## src/rtl/brd_pwm_if.sv

```systemverilog
// Control/readback bundle for the board PWM: control word in, waveform, wrap pulse and status out.
interface brd_pwm_if #(
  parameter int WIDTH = 32
);
  logic [WIDTH-1:0] ctrl_in;
  logic             pwm_out;
  logic             period_tick;
  logic [WIDTH-1:0] status;

  modport master (output ctrl_in, input pwm_out, period_tick, status);
  modport slave  (input ctrl_in, output pwm_out, period_tick, status);
endinterface

```

## src/rtl/brd_pwm.sv

```systemverilog
// Prescaled PWM with shadowed settings that reload only at period wrap (glitch-free updates).
// pwm_out/period_tick are registered (1 cycle after the counter value); status is combinational; no backpressure.
module brd_pwm #(
  parameter int WIDTH = 32
) (
  input  logic     clk,
  input  logic     reset,
  brd_pwm_if.slave bus
);

  logic [7:0] duty_a  = '0;
  logic [7:0] presc_a = '0;
  logic [7:0] top_a   = '0;
  logic       inv_a   = 1'b0;
  logic [7:0] pc      = '0;
  logic [7:0] cnt     = '0;
  logic       running = 1'b0;
  logic       pwm     = 1'b0;
  logic       wrap_q  = 1'b0;

  logic [7:0] ctrl_duty;
  logic [7:0] ctrl_presc;
  logic [7:0] ctrl_top;
  logic       ctrl_en;
  logic       ctrl_inv;
  logic       tick;
  logic       wrap;
  logic       unused_ctrl;

  assign ctrl_duty   = bus.ctrl_in[7:0];
  assign ctrl_presc  = bus.ctrl_in[15:8];
  assign ctrl_top    = bus.ctrl_in[23:16];
  assign ctrl_en     = bus.ctrl_in[24];
  assign ctrl_inv    = bus.ctrl_in[25];
  assign unused_ctrl = ^bus.ctrl_in[WIDTH-1:26];

  assign tick = (pc == presc_a);
  assign wrap = tick && (cnt == top_a);

  always_ff @(posedge clk or posedge reset) begin
    if (reset) begin
      duty_a  <= '0;
      presc_a <= '0;
      top_a   <= '0;
      inv_a   <= 1'b0;
      pc      <= '0;
      cnt     <= '0;
      running <= 1'b0;
      pwm     <= 1'b0;
      wrap_q  <= 1'b0;
    end else if (!ctrl_en) begin
      // Disabled: hold counters at zero and track the control word so enabling starts clean.
      duty_a  <= ctrl_duty;
      presc_a <= ctrl_presc;
      top_a   <= ctrl_top;
      inv_a   <= ctrl_inv;
      pc      <= '0;
      cnt     <= '0;
      running <= 1'b0;
      pwm     <= ctrl_inv;
      wrap_q  <= 1'b0;
    end else begin
      running <= 1'b1;
      pwm     <= (cnt < duty_a) ^ inv_a;
      wrap_q  <= wrap;
      if (tick) begin
        pc <= '0;
        if (wrap) begin
          cnt     <= '0;
          duty_a  <= ctrl_duty;
          presc_a <= ctrl_presc;
          top_a   <= ctrl_top;
          inv_a   <= ctrl_inv;
        end else begin
          cnt <= cnt + 8'd1;
        end
      end else begin
        pc <= pc + 8'd1;
      end
    end
  end

  assign bus.pwm_out     = pwm;
  assign bus.period_tick = wrap_q;
  assign bus.status      = {{(WIDTH-25){1'b0}}, running, top_a, duty_a, cnt};

endmodule

```

## src/flat_wrapper.sv

```systemverilog
// flat-port wrapper written by rule: the top's interface ports become plain ports
module brd_pwm_flat 
#(
  parameter int WIDTH = 32
)
  (clk, reset, bus_ctrl_in, bus_pwm_out, bus_period_tick, bus_status);
  brd_pwm_if #(.WIDTH(WIDTH)) bus_i ();
  input  logic clk;
  input  logic reset;
  input wire logic [$bits(bus_i.ctrl_in)-1:0] bus_ctrl_in;
  output wire logic [$bits(bus_i.pwm_out)-1:0] bus_pwm_out;
  output wire logic [$bits(bus_i.period_tick)-1:0] bus_period_tick;
  output wire logic [$bits(bus_i.status)-1:0] bus_status;
  assign bus_i.ctrl_in = bus_ctrl_in;
  assign bus_pwm_out = bus_i.pwm_out;
  assign bus_period_tick = bus_i.period_tick;
  assign bus_status = bus_i.status;
  brd_pwm #(.WIDTH(WIDTH)) u_core (.clk(clk), .reset(reset), .bus(bus_i));
endmodule
```

## config.mk

```make
export PLATFORM = sky130hd
export DESIGN_NAME = brd_pwm_flat
export DESIGN_NICKNAME = d
export VERILOG_FILES = /design/src/rtl/brd_pwm_if.sv /design/src/rtl/brd_pwm.sv /design/src/flat_wrapper.sv
export SDC_FILE = /design/constraint.sdc
export NUM_CORES = 1
export LEC_CHECK = 0
export ABC_AREA = 1
export CAP_MARGIN = 40
export CELL_PAD_IN_SITES_DETAIL_PLACEMENT = 0
export CELL_PAD_IN_SITES_GLOBAL_PLACEMENT = 1
export CORE_AREA = 2 2 86 88
export DETAILED_ROUTE_END_ITERATION = 8
export DIE_AREA = 0 0 88 90
export GPL_ROUTABILITY_DRIVEN = 1
export PLACE_DENSITY_LB_ADDON = 0.1
export SETUP_SLACK_MARGIN = 0.15
export SYNTH_ARGS = -nofsm -noshare
export SYNTH_HDL_FRONTEND = slang
export SYNTH_SLANG_ARGS = --single-unit
```

## constraint.sdc

```tcl
create_clock -name clk -period 4.1 [get_ports clk]
set_input_delay 1.23 -clock clk [delete_from_list [all_inputs] [get_ports clk]]
set_output_delay 1.23 -clock clk [all_outputs]
set_load 0.01 [all_outputs]
```

# Word-level counts from Yosys, hierarchy flattened
# Cells that the tools add are included.
# op_classes
add_sub_neg,2
multipliers,0
div_mod_pow,0
order_cmp,1
eq_ne,4
shifts,0
mux,20
n_bitwise,1
n_reduce_logical,2
# ops
cell,n
8-bit two-way mux,14
8-bit by 1-bit adder with 8-bit output (second input constant),2
8-bit equality test,2
8-bit < comparator,1
1-bit two-way mux,6
2-bit by 1-bit != test with 1-bit output (second input constant),2
2-bit AND reduction,1
1-bit logical AND,1
1-bit bitwise XOR,1
# totals
register_bits,44
latchBits,0
ramBits,0
mem_bits_ro,0
input_bits,34
out_inout_bits,34
elab_cells,39
memories,0

# Depth between registers and ports, before layout
# Gate-level depths: netlist (run 1).
# depth
depth_word,5
mapped_depth,11
depth_no_buf,11

# Least setup slack after synthesis (run 1)
# OpenSTA, ideal clock, no wires.
# synth_path
path_type,input to register
from,in bus_ctrl_in[24]
to,reg u_core.cnt[2]
setup_time_ns,0.065
t_arrival_ns,1.908
t_required_ns,4.035
path_slack_ns,2.127
cell_stages,4
n_path_buf,2
cell_sequence,buf_2 buf_1 nand4_1 nand2_1
# synth_between
elab_chain_len,1
elab_cells_between_ends,2
cone_classes,eq/ne: 1; mux: 1
# synth_rtl
element,line_no,source
"start, declared",flat_wrapper.sv:10,input wire logic [$bits(bus_i.ctrl_in)-1:0] bus_ctrl_in;
2-bit by 1-bit != test with 1-bit output (no line) / 8-bit two-way mux (equally long branches),-,
"end signal, assigned",brd_pwm.sv:75,cnt <= cnt + 8'd1;
"end, declared",brd_pwm.sv:16,logic [7:0] cnt = '0;
# Several ways; a longest one is shown, not always the timed one.
# A chain may end at the register's enable or synchronous reset.

# Worst setup path after layout (run 1)
# layout_path
from,reg u_core.cnt[3]
to,out bus_status[3]
# layout_rtl
element,line_no,source
"end, declared",flat_wrapper.sv:13,output wire logic [$bits(bus_i.status)-1:0] bus_status;
# No word-level cell between the ends.

==> results of run 1 <==
logic make-up after synthesis:
group | Yosys count | share of synthesized area [%]
flops | 44 | 42.6
compound gates | 8 | 1.79
fa+ha+maj | 9 | 4.36
other cells | 1 | 0.145
simple gates | 202 | 35.7
xor+xnor | 10 | 3.39
buf+inv | 65 | 12.0
metrics by stage:
step           cells  utilization (%)  power, mW  cell area (um2)  setup WS [ns]
2_1_floorplan    345                -      0.593             2610           1.84
3_3_place_gp     485             45.1      0.667             3170           1.55
3_5_place_dp     486             45.5      0.672             3200           1.54
4_1_cts          493             47.4       1.07             3320           1.34
5_1_grt          493             47.4       1.11             3320           1.30
6_report         493             47.4       1.05             3320           1.38
layer usage:
layer	vias up	global-route usage, %
met4	0	5.64
li1	1134	-
met2	37	27.3
met1	965	21.8
met3	4	3.12
met5	-	0
cell usage after synthesis, types with 3 or more instances:
master   instances
nand2_1        110
ha_1             9
inv_2            9
xor2_1          10
dfrtp_1         44
buf_4            8
nand4_1         10
nor2_1          21
nor3_1           5
nand3_1         31
inv_1           40
buf_2            3
a21oi_1          4
nand2_2         22
flip-flops by register name, indices dropped and copies added (netlist names):
register                count
u_core.bus.pwm_out          1
u_core.cnt                  8
u_core.presc_a              8
u_core.bus.period_tick      1
u_core.running              1
u_core.inv_a                1
u_core.top_a                8
u_core.pc                   8
u_core.duty_a               8
power by group through the flow:
stage / Clock [mW] / Sequential, mW / Combinational, mW
6_report: 0.393 / 0.485 / 0.176
5_1_grt: 0.417 / 0.490 / 0.201
4_1_cts: 0.404 / 0.486 / 0.179
3_5_place_dp: 0 / 0.494 / 0.178
3_3_place_gp: 0 / 0.493 / 0.174
2_1_floorplan: 0 / 0.495 / 0.0983
worst paths after layout:
kind / from / end / slack (ns) / cells past startpoint
max in group asynchronous: reset / u_core.presc_a[4]$_DFFE_PP0P_ / 2.20 / 4
worst min-delay path: u_core.pc[0]$_DFF_PP0_ / u_core.pc[0]$_DFF_PP0_ / 0.51 / 1
worst max register to register: u_core.cnt[4]$_DFFE_PP0P_ / u_core.presc_a[4]$_DFFE_PP0P_ / 2.25 / 10
worst max-delay path: u_core.cnt[3]$_DFFE_PP0P_ / bus_status[3] / 1.38 / 1
worst min register to register: u_core.pc[0]$_DFF_PP0_ / u_core.pc[0]$_DFF_PP0_ / 0.51 / 1
min in group asynchronous: reset / u_core.duty_a[1]$_DFFE_PP0P_ / 1.18 / 2
layout make-up:
cell class | count | area [um2] | share of cell area, %
clock buffer | 5 | 68.8 | 2.07
clock inverter | 2 | 60.1 | 1.81
inverter | 49 | 184 | 5.53
multi-input combinational | 236 | 1200 | 36.0
sequential | 44 | 1100 | 33.1
tap | 99 | 124 | 3.73
timing repair buffer | 58 | 591 | 17.8
==> results.tsv, run 1 <==
metric	value	unit
outcome	complete, no violations	
cts_sinks	44	
min_period_over_period	66.4	%
fin_hold_ws	0.508	ns
hold_class	reg -> reg	
p_leak	1.79	nW
cap_violations	0	
path_buf_inv	1	
p_int	788	uW
cts_max_level	2	
fin_skew	0.00589	ns
synth_edf_count	0	
finalSetupTns	0	ns
highest_layer	met4	
p_per_area	317	nW/um2
rsz0062_at_grt	no	
io_pins	68	
syn_to_final_growth	28.6	%
cts_resized	0	
grt_pass1_vias	2130	
crit_required	2.87	ns
setup_viol	0	
syn_inst	339	
path_cells	clkdlybuf4s50_1	
wl_met2	3.01	mm
port_buffers	54	
vias_per_cell	4.34	
layout-drive-gt1-share	11.7	%
path_class	reg -> out	
synth_area_leaders	dfrtp_1 (43%), nand2_1 (16%), nand3_1 (6.0%)	
cts-root-buf	clkbuf_8	
synth_area_leader_cell	dfrtp_1	
synth_ff_type	dfrtp_1	
final_max_slew_viol_count	0	
cts_tree	built	
comb_power_share	16.7	%
worst_setup_path_end_kind	primary output	
layout.nets	437	
grt_max_degree	28	
globalplace.congestion	0.757	
slowest_delay	0.61	ns
mostFrequentLayoutCells	nand2_1 (110), clkdlybuf4s50_1 (54), dfrtp_1 (44), inv_1 (39), nand3_1 (31)	
insertion_delay	0.30	ns
vias	2140	
cp_data_arrival_time	1.49	ns
first_pass_iters	4	
yosysTopAreaCellShare	42.6	%
clockBufferDepth	2	
p_clk_share	37.3	%
startpoint_type	register	
cp_top_family	buffers and inverters	
wl_met1	2.76	mm
syn_area_per_cell	7.63	um2
clkSlewWorstSetupHoldPaths	0.09	ns
ant_nets	0	
p_seq_share	46.0	%
post_cts_buffers	0	
grt_pass1_wl	10.3	mm
gr-total-overflow	0	
wl_met3	191	um
num_rows	31	
dieArea	7920	um2
cts_buffers	5	
dieWidth	88	um
layout_commonest_cell	nand2_1	
hpwl	4.35	mm
hold_viol	0	
drt_iter0_drc	55	
synthArstFlopShare	100	%
grt.total_usage	16.7	%
antenna_cells	0	
die_h	90	um
ys_seq_area_share	42.6	%
fillerInstances	737	
wl_per_cell	12.2	um
ys.warnings.count	0	
drcViolationCount	0	
p_switching	265	uW
grt_antenna_before_repair	0	
swShare	25.2	%
peakVddDrop	0.186	mV
core	7020	um2
cts_hold_buf	0	
synth_seq_cells	44	
ys_types	24	
syn_area	2580	um2
critPathSlowestCell	clkdlybuf4s50_1	
start_util	36.8	%
max_freq	368	MHz
path_max_fanout	8	
fin_crit	2.72	ns
routed_wl	6.02	mm
Note: power is estimated with default switching activity, not from simulation.
==> run 2, diff against run 1 <==
--- a/config.mk
+++ b/config.mk
@@ -9,9 +9,9 @@
 export CAP_MARGIN = 40
 export CELL_PAD_IN_SITES_DETAIL_PLACEMENT = 0
 export CELL_PAD_IN_SITES_GLOBAL_PLACEMENT = 1
-export CORE_AREA = 2 2 86 88
+export CORE_AREA = 2 2 93 95
 export DETAILED_ROUTE_END_ITERATION = 8
-export DIE_AREA = 0 0 88 90
+export DIE_AREA = 0 0 95 97
 export GPL_ROUTABILITY_DRIVEN = 1
 export PLACE_DENSITY_LB_ADDON = 0.1
 export SETUP_SLACK_MARGIN = 0.15
==> constraint.sdc (replaced) <==
create_clock -name clk -period 2.5 [get_ports clk]
set_input_delay 0.75 -clock clk [delete_from_list [all_inputs] [get_ports clk]]
set_output_delay 0.75 -clock clk [all_outputs]
set_load 0.01 [all_outputs]
==> results.tsv, run 2 (synthesis results as in run 1) <==
metric	value	unit
fin_hold_ws	0.514	ns
cp_top_family	buffers and inverters	
outcome	complete, no violations	
layout_commonest_cell	nand2_1	
worst_setup_path_end_kind	primary output	
swShare	28.5	%
cap_violations	0	
hold_viol	0	
clockBufferDepth	2	
slowest_delay	0.61	ns
layout-drive-gt1-share	11.6	%
layout.nets	438	
hold_class	reg -> reg	
path_buf_inv	1	
placed_cell_area	3200	um2
syn_to_final_growth	26.9	%
cts_buffers	5	
ant_nets	0	
p_clk_share	28.6	%
highest_layer	met4	
layoutNonFillerInstCount	500	
wl_per_cell	12.4	um
dp.cells	493	
crit_start	u_core.cnt[3]$_DFFE_PP0P_	
rrSetupSlack	0.57	ns
first_pass_iters	5	
seq_area	1100	um2
wl_met2	2.77	mm
max_freq	453	MHz
cts_tree	built	
grt.total_usage	14.8	%
vias_per_cell	4.38	
grt_antenna_before_repair	0	
antenna_cells	0	
final_max_slew_viol_count	0	
path_class	reg -> out	
fin_crit	2.21	ns
p_seq_share	52.4	%
p_leak	1.77	nW
r2r_start	u_core.cnt[6]$_DFFE_PP0P_	
cts_sinks	44	
globalplace.congestion	0.710	
routed_wl	6.22	mm
setup_viol	0	
die_h	97	um
drt_iter0_drc	65	
port_buffers	54	
comb_power_share	19.0	%
wl_met1	3.15	mm
place_ws	0.289	ns
finalSetupTns	0	ns
post_cts_buffers	0	
dieWidth	95	um
p_switching	433	uW
grt_pass1_vias	2200	
dieArea	9220	um2
grt_pass1_wl	10.7	mm
cts_max_level	2	
hp-start	u_core.pc[0]$_DFF_PP0_	
path_cells	clkdlybuf4s50_1	
critPathSlowestCell	clkdlybuf4s50_1	
p_per_area	464	nW/um2
core	8130	um2
power	1.52	mW
fin_skew	0.00999	ns
cp.depth	1	
mostFrequentLayoutCells	nand2_1 (110), clkdlybuf4s50_1 (54), dfrtp_1 (44), inv_1 (39), nand3_1 (31)	
io_pins	68	
cts-root-buf	clkbuf_8	
gr-total-overflow	0	
fin_ws	0.292	ns
crit_required	1.75	ns
multi_input_area	1200	um2
fillerInstances	869	
hpwl	4.45	mm
vias	2189	
r2r-end	u_core.top_a[0]$_DFFE_PP0P_	
wl_met3	239	um
start_util	31.8	%
reg2reg_depth	10	
insertion_delay	0.30	ns
final_area	3280	um2
num_rows	33	
cp_data_arrival_time	1.46	ns
cts_resized	0	
cts_hold_buf	0	
p_int	1.09	mW
rsz0062_at_grt	no	
clkSlewWorstSetupHoldPaths	0.09	ns
peakVddDrop	0.192	mV
startpoint_type	register	
utilization	40.3	%
grt_max_degree	45	
path_max_fanout	8	
setup.worst_path.end	bus_status[3]	
drcViolationCount	0	
min_period_over_period	88.3	%
-- run 2: cell types whose count changed in the layout (fill, tap and decap cells not counted) --
cell and delta:
buf_12 +1, buf_16 -1, buf_4 +1, bufinv_16 -2, clkbuf_1 +1, clkinv_2 +1
-- run 2: routing by layer --
layer  global-route usage, %  up-vias
met1                    21.3     1004
met2                    22.3       45
met4                    4.01        0
met5                       0        -
li1                        -     1136
met3                    3.27        4
-- run 2: final cells by class --
| type | instances | share of cell area, % |
|---|---|---|
| multi-input cells | 236 | 36.5 |
| flip-flops and latches | 44 | 33.6 |
| repair buffers | 59 | 18.0 |
| inverters | 49 | 5.61 |
| well taps | 105 | 4.00 |
| clock buffers | 6 | 2.21 |
| clock inverters | 1 | 0.153 |
-- run 2: worst min path at each step --
stage	end	slack, ns	cells past startpoint
5_1_grt	u_core.pc[0]$_DFF_PP0_	0.56	1
3_5_place_dp	u_core.pc[0]$_DFF_PP0_	0.51	1
6_report	u_core.pc[0]$_DFF_PP0_	0.51	1
3_3_place_gp	u_core.pc[0]$_DFF_PP0_	0.50	1
2_1_floorplan	u_core.pc[0]$_DFF_PP0_	0.47	1
4_1_cts	u_core.pc[0]$_DFF_PP0_	0.52	1
-- run 2: power by group through the flow --
stage	clock (mW)	combinational (mW)	sequential [mW]
final	0.436	0.288	0.797
after global routing	0.482	0.327	0.807
after CTS	0.452	0.295	0.798
after detailed placement	0	0.293	0.812
after global placement	0	0.291	0.812
after floorplan	0	0.161	0.812
==> run 3, diff against run 2 <==
--- a/config.mk
+++ b/config.mk
@@ -9,9 +9,9 @@
 export CAP_MARGIN = 40
 export CELL_PAD_IN_SITES_DETAIL_PLACEMENT = 0
 export CELL_PAD_IN_SITES_GLOBAL_PLACEMENT = 1
-export CORE_AREA = 2 2 93 95
+export CORE_AREA = 2 2 100 102
 export DETAILED_ROUTE_END_ITERATION = 8
-export DIE_AREA = 0 0 95 97
+export DIE_AREA = 0 0 102 104
 export GPL_ROUTABILITY_DRIVEN = 1
 export PLACE_DENSITY_LB_ADDON = 0.1
 export SETUP_SLACK_MARGIN = 0.15
==> results.tsv, run 3 (synthesis results as in run 1) <==
metric	value	unit
p_per_area	491	nW/um2
globalplace.congestion	0.757	
hpwl	4.49	mm
drt_iter0_drc	78	
hold_class	reg -> reg	
cap_violations	0	
setup_viol	0	
fin_ws	0.275	ns
grt_pass1_wl	11.3	mm
fillerInstances	1068	
outcome	complete, no violations	
worst_setup_path_end_kind	primary output	
p_leak	1.78	nW
io_pins	68	
path_class	reg -> out	
rrSetupSlack	0.61	ns
clockBufferDepth	2	
fin_crit	2.23	ns
wl_per_cell	12.0	um
post_cts_buffers	0	
cts_hold_buf	0	
hold_viol	0	
vias_per_cell	4.08	
dieArea	10600	um2
layout_commonest_cell	nand2_1	
clkSlewWorstSetupHoldPaths	0.09	ns
num_rows	36	
placed_cell_area	3240	um2
cts_buffers	5	
start_util	27.1	%
final_max_slew_viol_count	0	
insertion_delay	0.30	ns
drcViolationCount	0	
vias	2158	
fin_skew	0.00920	ns
slowest_delay	0.61	ns
path_cells	clkdlybuf4s50_1	
cts_sinks	44	
gr-total-overflow	0	
min_period_over_period	89.0	%
antenna_cells	0	
fin_hold_ws	0.527	ns
syn_to_final_growth	29.6	%
finalSetupTns	0	ns
critPathSlowestCell	clkdlybuf4s50_1	
startpoint_type	register	
port_buffers	54	
die_h	104	um
crit_required	1.75	ns
final_area	3350	um2
core	9550	um2
cts_max_level	2	
grt.total_usage	13.4	%
ant_nets	0	
peakVddDrop	0.210	mV
cp_top_family	buffers and inverters	
grt_antenna_before_repair	0	
cts-root-buf	clkbuf_8	
cts_resized	0	
path_max_fanout	8	
mostFrequentLayoutCells	nand2_1 (110), clkdlybuf4s50_1 (54), dfrtp_1 (44), inv_1 (39), nand3_1 (31)	
cts_tree	built	
dieWidth	102	um
layout.nets	438	
layout-drive-gt1-share	12.4	%
grt_max_degree	45	
place_ws	0.500	ns
utilization	35.1	%
routed_wl	6.37	mm
grt_pass1_vias	2296	
path_buf_inv	1	
max_freq	449	MHz
rsz0062_at_grt	no	
first_pass_iters	4	
cp_data_arrival_time	1.48	ns
==> run 3: layer usage <==
layer	global-route usage (%)	up-vias	part of all wire, %
li1	-	1138	-
met2	20.9	38	45
met5	0	-	0
met3	2.89	4	4.1
met1	18.8	978	50
met4	3.43	0	0.96
==> run 3: where the power goes <==
part           internal (mW)  switching (mW)  leakage, nW
sequential             0.755          0.0420        0.562
clock                  0.296           0.266       0.0541
combinational          0.142           0.144         1.17
total                   1.19           0.452         1.78
==> run 3: cell type report <==
cell class	count	area, um2	share of cell area, %
well taps	133	166	4.97
inverters	49	184	5.49
clock buffers	5	68.8	2.05
clock inverters	3	42.5	1.27
multi-input cells	236	1200	35.7
flip-flops and latches	44	1100	32.9
repair buffers	59	591	17.6
==> run 3: final timing paths <==
| path | start | to | cells past startpoint |
|---|---|---|---|
| max reg2reg | u_core.pc[6]$_DFF_PP0_ | u_core.presc_a[2]$_DFFE_PP0P_ | 9 |
| max | u_core.cnt[3]$_DFFE_PP0P_ | bus_status[3] | 1 |
| min | u_core.pc[0]$_DFF_PP0_ | u_core.pc[0]$_DFF_PP0_ | 1 |
| min in group asynchronous | reset | u_core.bus.period_tick$_DFF_PP0_ | 3 |
| max in group asynchronous | reset | u_core.cnt[5]$_DFFE_PP0P_ | 3 |
| min reg2reg | u_core.pc[0]$_DFF_PP0_ | u_core.pc[0]$_DFF_PP0_ | 1 |
==> run 3: through the flow <==
| stage | instances | total power, mW |
|---|---|---|
| after global routing | 529 | 1.75 |
| after CTS | 529 | 1.69 |
| after floorplan | 345 | 0.973 |
| after detailed placement | 521 | 1.10 |
| final | 529 | 1.64 |
| after global placement | 521 | 1.10 |
